### config.mk
export PLATFORM = sky130hd
export DESIGN_NAME = cla32_adder
export DESIGN_NICKNAME = d
export VERILOG_FILES = /design/src/rtl/cla32_pkg.sv /design/src/rtl/cla4_block.sv /design/src/rtl/cla32_adder.sv
export SDC_FILE = /design/constraint.sdc
export NUM_CORES = 1
export LEC_CHECK = 0
export CAP_MARGIN = 20
export CORE_MARGIN = 3
export CORE_UTILIZATION = 35
export CTS_BUF_LIST = sky130_fd_sc_hd__clkbuf_8
export DETAILED_ROUTE_END_ITERATION = 10
export PLACE_DENSITY = 0.71
export SLEW_MARGIN = 10
export SYNTH_ARGS = -nofsm -noshare
export SYNTH_HDL_FRONTEND = slang
export SYNTH_SLANG_ARGS = --single-unit
### constraint.sdc
create_clock -name clk -period 1.1 [get_ports clk]
set_input_delay 0.22 -clock clk [delete_from_list [all_inputs] [get_ports clk]]
set_output_delay 0.22 -clock clk [all_outputs]
set_load 0.005 [all_outputs]
### src/rtl/cla32_pkg.sv
// Shared constants and types for the 32-bit two-level carry-lookahead adder.
//   WIDTH   : operand width
//   BLK_W   : width of one first-level lookahead block
//   NUM_BLK : number of first-level blocks
//   pg_t    : block propagate/generate pair
package cla32_pkg;

    localparam int unsigned WIDTH   = 32;
    localparam int unsigned BLK_W   = 4;
    localparam int unsigned NUM_BLK = WIDTH / BLK_W;

    typedef struct packed {
        logic p;
        logic g;
    } pg_t;

    // Carry out of a span of pg pairs [hi:lo]; a flat sum-of-products per span.
    function automatic logic span_carry(input pg_t pg[NUM_BLK], input int lo, input int hi,
                                        input logic c_lo);
        logic carry;
        logic prop;
        carry = 1'b0;
        prop  = 1'b1;
        for (int j = hi; j >= lo; j--) begin
            carry = carry | (prop & pg[j].g);
            prop  = prop & pg[j].p;
        end
        return carry | (prop & c_lo);
    endfunction

endpackage

### src/rtl/cla4_block.sv
// One 4-bit carry-lookahead block: internal carries are computed in flat
// lookahead form from c_in, never rippled bit to bit.
// Ports:
//   a, b : 4-bit operand slices
//   c_in : carry into bit 0 of the block
//   s    : 4-bit sum slice
//   P    : block propagate (all bits propagate)
//   G    : block generate (block produces a carry regardless of c_in)
module cla4_block (
    input  logic [3:0] a,
    input  logic [3:0] b,
    input  logic       c_in,
    output logic [3:0] s,
    output logic       P,
    output logic       G
);

    logic [3:0] p;
    logic [3:0] g;
    logic [3:0] c;

    assign p = a ^ b;
    assign g = a & b;

    // Lookahead carries into each bit of the block.
    assign c[0] = c_in;
    assign c[1] = g[0] | (p[0] & c_in);
    assign c[2] = g[1] | (p[1] & g[0]) | (p[1] & p[0] & c_in);
    assign c[3] = g[2] | (p[2] & g[1]) | (p[2] & p[1] & g[0]) | (p[2] & p[1] & p[0] & c_in);

    assign s = p ^ c;

    assign P = &p;
    assign G = g[3] | (p[3] & g[2]) | (p[3] & p[2] & g[1]) | (p[3] & p[2] & p[1] & g[0]);

endmodule

### src/rtl/cla32_adder.sv
// 32-bit unsigned adder built from eight 4-bit lookahead blocks and a second
// lookahead level over the blocks, with a single registered output stage.
// Optional feature: define CLA32_OVF_EN to add the signed-overflow output ovf.
// Ports:
//   clk, rst  : rising-edge clock, asynchronous active-high reset
//   in_valid  : a, b, cin valid this cycle
//   a, b, cin : unsigned operands and carry-in
//   out_valid : registered results valid
//   sum, cout : registered (a+b+cin) and its carry-out
//   gp, gg    : registered 32-bit group propagate / generate
//   ovf       : registered two's-complement overflow (CLA32_OVF_EN only)
module cla32_adder
    import cla32_pkg::*;
(
    input  logic        clk,
    input  logic        rst,
    input  logic        in_valid,
    input  logic [31:0] a,
    input  logic [31:0] b,
    input  logic        cin,
    output logic        out_valid,
    output logic [31:0] sum,
    output logic        cout,
    output logic        gp,
`ifdef CLA32_OVF_EN
    output logic        ovf,
`endif
    output logic        gg
);

    pg_t                blk_pg [NUM_BLK];
    logic [NUM_BLK-1:0] blk_c;
    logic [WIDTH-1:0]   sum_c;
    logic               gp_c;
    logic               gg_c;
    logic               cout_c;

    // First level: eight 4-bit lookahead blocks.
    for (genvar k = 0; k < int'(NUM_BLK); k++) begin : g_blk
        logic blk_p;
        logic blk_g;

        cla4_block u_blk (
            .a    (a[k*BLK_W +: BLK_W]),
            .b    (b[k*BLK_W +: BLK_W]),
            .c_in (blk_c[k]),
            .s    (sum_c[k*BLK_W +: BLK_W]),
            .P    (blk_p),
            .G    (blk_g)
        );

        assign blk_pg[k].p = blk_p;
        assign blk_pg[k].g = blk_g;
    end

    // Second level: each block carry-in is its own flat lookahead term.
    always_comb begin
        blk_c    = '0;
        blk_c[0] = cin;
        for (int k = 1; k < int'(NUM_BLK); k++) begin
            blk_c[k] = span_carry(blk_pg, 0, k - 1, cin);
        end
    end

    // Group terms over all 32 bits; gp is the AND of all block P, i.e. of all p_i.
    always_comb begin
        gp_c = 1'b1;
        for (int k = 0; k < int'(NUM_BLK); k++) begin
            gp_c = gp_c & blk_pg[k].p;
        end
        gg_c   = span_carry(blk_pg, 0, int'(NUM_BLK) - 1, 1'b0);
        cout_c = gg_c | (gp_c & cin);
    end

`ifdef CLA32_OVF_EN
    logic ovf_c;

    // Carry into bit 31 is recovered as sum[31] ^ p[31].
    assign ovf_c = (sum_c[WIDTH-1] ^ a[WIDTH-1] ^ b[WIDTH-1]) ^ cout_c;
`endif

    // Output register stage: capture on in_valid, otherwise hold and drop out_valid.
    always_ff @(posedge clk or posedge rst) begin
        if (rst) begin
            out_valid <= 1'b0;
            sum       <= '0;
            cout      <= 1'b0;
            gp        <= 1'b0;
            gg        <= 1'b0;
`ifdef CLA32_OVF_EN
            ovf       <= 1'b0;
`endif
        end else begin
            out_valid <= in_valid;
            if (in_valid) begin
                sum  <= sum_c;
                cout <= cout_c;
                gp   <= gp_c;
                gg   <= gg_c;
`ifdef CLA32_OVF_EN
                ovf  <= ovf_c;
`endif
            end
        end
    end

endmodule

==> metrics.md <==
| Metric | Value |
|---|---|
| Status | finished, violations left |
| Failing checks | setup timing |
| EDFF count, synth | 0 |
| Clock transition at path regs | 80 ps |
| HP Class | in2async |
| WP buf/inv | 2 |
| RSZ-0062 raised after global routing | true |
| Largest net degree at the start of global routing | 37 |
| Max Cap Viol | 0 |
| Skew final | 0 ps |
| Pre-CTS setup slack | -1920 ps |
| Vias in the first global route | 3,464 |
| WL final | 10,900 um |
| Via count | 3,278 |
| Worst-path cell chain | buf_8 > ha_4 > a211oi_4 > o21ai_2 > a21oi_4 > inv_2 > a2111oi_4 > nor2_2 > nand2_1 > nand2_2 > fa_2 > mux2_4 |
| ANT nets after route | 0 |
| Core area | 7770 um2 |
| I/O Buffers | 103 |
| Area grow syn2layout | 107% |
| Worst-Margin Slew | 446 ps |
| Power Density | 1030 nW/um2 |
| Reg-to-Reg Start | sum[27]$_DFFE_PP0P_ |
| Design Area, Final | 5860 um2 |
| Initial antenna violation count | 0 |
| Dpl cell area | 4880 um2 |
| Slowest cell on crit path | fa_2 |
| DR WL/cell | 17.3 um |
| Width of the die | 95.9 um |
| H-Tree Depth | 2 |
| Relative slew slack | 0.699 |
| Vias per std cell | 5.19 |
| Row count | 32 |
| Mux contribution to synthesized area | 0.0637 |
| Crit start category | input port |
| Post-Synth Simple-Gate Area | 0.144 |
| Sequential fraction of the synthesis area | 0.319 |
| Fraction of layout cells with a size suffix above 1 | 0.696 |
| Clk_lat worst skew | 290 ps |
| Initial Util | 0.364 |
| Peak VDD IR | 0.000728 V |
| Hpwl dp | 7080 um |
| Nets | 637 |
| Final hold vios | 0 |
| Worst Path Required | 1280 ps |
| Max-slew violations | 0 |
| CP max stage delay | 420 ps |
| Register area | 901 um2 |
| Remaining Overflow, GRT | 0 |
| First-pass GRT wire length | 16,000 um |
| Critical path peak fanout | 2 |
| Synthesis-stage register bit count | 36 |
| GRT Total Usage | 0.221 |
| CTS Root Cell | clkbuf_8 |
| Most used DFF post-synth | dfrtp_1 |
| Avg Inst Size Synth | 9.82 um2 |
| Die area | 9190 um2 |
| 1st-pass router iterations | 4 |
| TritonCTS clock tree | yes |
| Fillers | 512 |
| Clock sinks | 36 |
| Mapped cell area | 2830 um2 |
| Critical Path End Type | flop |
| R2r endpoint | sum[27]$_DFFE_PP0P_ |
| CP top delay family | compound AO/OA/AOI/OAI gates |
| FF-to-FF path depth | 3 |
| DRC | 0 |
| Syn Inst Count | 288 |
| Final setup fails | 33 |
| Critical Path AT | 2510 ps |
| Final setup margin | -1230 ps |
| Antenna Cells | 0 |
| Fmax | 0.429 GHz |
| Final Cycle Share | 2.12 |
| R2R setup slack | -240 ps |
| Die Height | 95.9 um |
| Bufs on Longest Clock Path | 2 |
| Complex-gate fraction of the synthesized area | 0.208 |
| Ys Warns | 0 |
| DRC marker count from the first detailed-route iteration | 105 |
| Syn_nets | 396 |
| Critical path class | in2reg |
| Routability Congestion | 0.832 |
| Tmin final | 2330 ps |
| Leakage | 2.70 nW |
| I/O pins | 104 |
| CTS Hold Buffers Added | 0 |
| Async S/R FF share, synth | 1.00 |
| Main combinational cell family by area after synthesis | compound AO/OA/AOI/OAI gates |
| XOR/XNOR share of the synthesized area | 0.0496 |
| Number of library cell types mapped by synthesis | 47 |
| CTS Buf Count | 5 |
| Multi-input logic area | 2860 um2 |
| Adder-cell share of the synthesized area | 0.198 |
==> cells in the mapped netlist, drive strengths merged (7+ instances only) <==
cell,instances,area [um2]
dfrtp,36,901
ha,32,400
nor2,27,101
a21oi,25,136
nand2,23,86.3
mux2,16,180
o21ai,16,83.8
xnor2,11,96.3
a21o,9,67.6
fa,8,160
inv,8,30.0
nand4,7,43.8
==> logic make-up (layout without fill, tap and decap cells) <==
kind of cell    after synthesis  in the layout
compound gates               83             83
xor+xnor                     16             16
fa+ha+maj                    40             40
buf+inv                      14            255
flops                        36             36
mux                          16             16
simple gates                 83             83
==> metrics by stage <==
| stage | util | hold slack (ps) | total power, mW | std cells | setup TNS [ps] |
|---|---|---|---|---|---|
| final | 0.754 | 288 | 6.05 | 631 | -28690 |
| after floorplan | - | 251 | 2.90 | 288 | -26200 |
| after detailed placement | 0.628 | 470 | 4.40 | 575 | -51930 |
| after CTS | 0.713 | 290 | 5.71 | 620 | -26380 |
| after global routing | 0.754 | 323 | 6.42 | 631 | -30800 |
| after global placement | 0.628 | 471 | 4.33 | 575 | -50510 |
==> layout by cell type (no fill, tap or decap), types with 8 or more instances in the layout <==
cell	n
ha_4	30
a21o_1	9
buf_2	58
nand2_1	17
buf_6	36
dfrtp_1	36
a21oi_4	10
clkbuf_2	14
nor2_1	23
mux2_4	14
fa_2	8
a21oi_2	9
buf_4	112
==> power breakdown <==
part / internal (mW) / switching [mW] / total, mW
Combinational: 1.94 / 1.43 / 3.37
Sequential: 1.60 / 0.154 / 1.76
Clock: 0.423 / 0.504 / 0.927
Total: 3.96 / 2.09 / 6.05
==> registers in the layout, summed over array words and instances (netlist names) <==
signal and count:
sum 32, cout 1, gg 1, gp 1
out_valid 1
==> cell type report <==
type	count	share of cell area
tap	102	0.0218
timing repair buffer	240	0.318
inverter	8	0.00555
clock buffer	5	0.0117
sequential	36	0.154
clock inverter	2	0.00150
multi-input combinational	238	0.488
==> worst register-to-register path: cells and delay by family (launching register included) <==
kind	cells	cell delay (ps)
flip-flops	1	390
AND/OR/NAND/NOR	1	370
AO/OA/AOI/OAI	1	320
buffers and inverters	1	150
==> routing by layer <==
layer	up-vias	global-route usage	wire length, um
li1	1552	-	-
met1	1606	0.253	4150
met2	97	0.412	5980
met3	23	0.0422	540
met4	0	0.0711	272
met5	-	0	0
==> timing repair <==
item,in CTS,in global routing
pin swaps,98,61
buffers inserted,39,18
hold endpoints to repair,0,0
setup endpoints to repair,71,45
gates resized for setup,456,76
cloned,0,0
==> how the worst max path moves through the flow <==
stage	cells after the start	to	slack (ps)	from
after floorplan	11	sum[24]$_DFFE_PP0P_	-1320	a[0]
after global placement	12	sum[24]$_DFFE_PP0P_	-1860	a[0]
after detailed placement	12	sum[24]$_DFFE_PP0P_	-1920	a[0]
after CTS	12	sum[24]$_DFFE_PP0P_	-1190	b[0]
after global routing	12	sum[24]$_DFFE_PP0P_	-1330	b[0]
final	12	sum[24]$_DFFE_PP0P_	-1230	b[0]
Note: power is estimated with default switching activity, not from simulation.
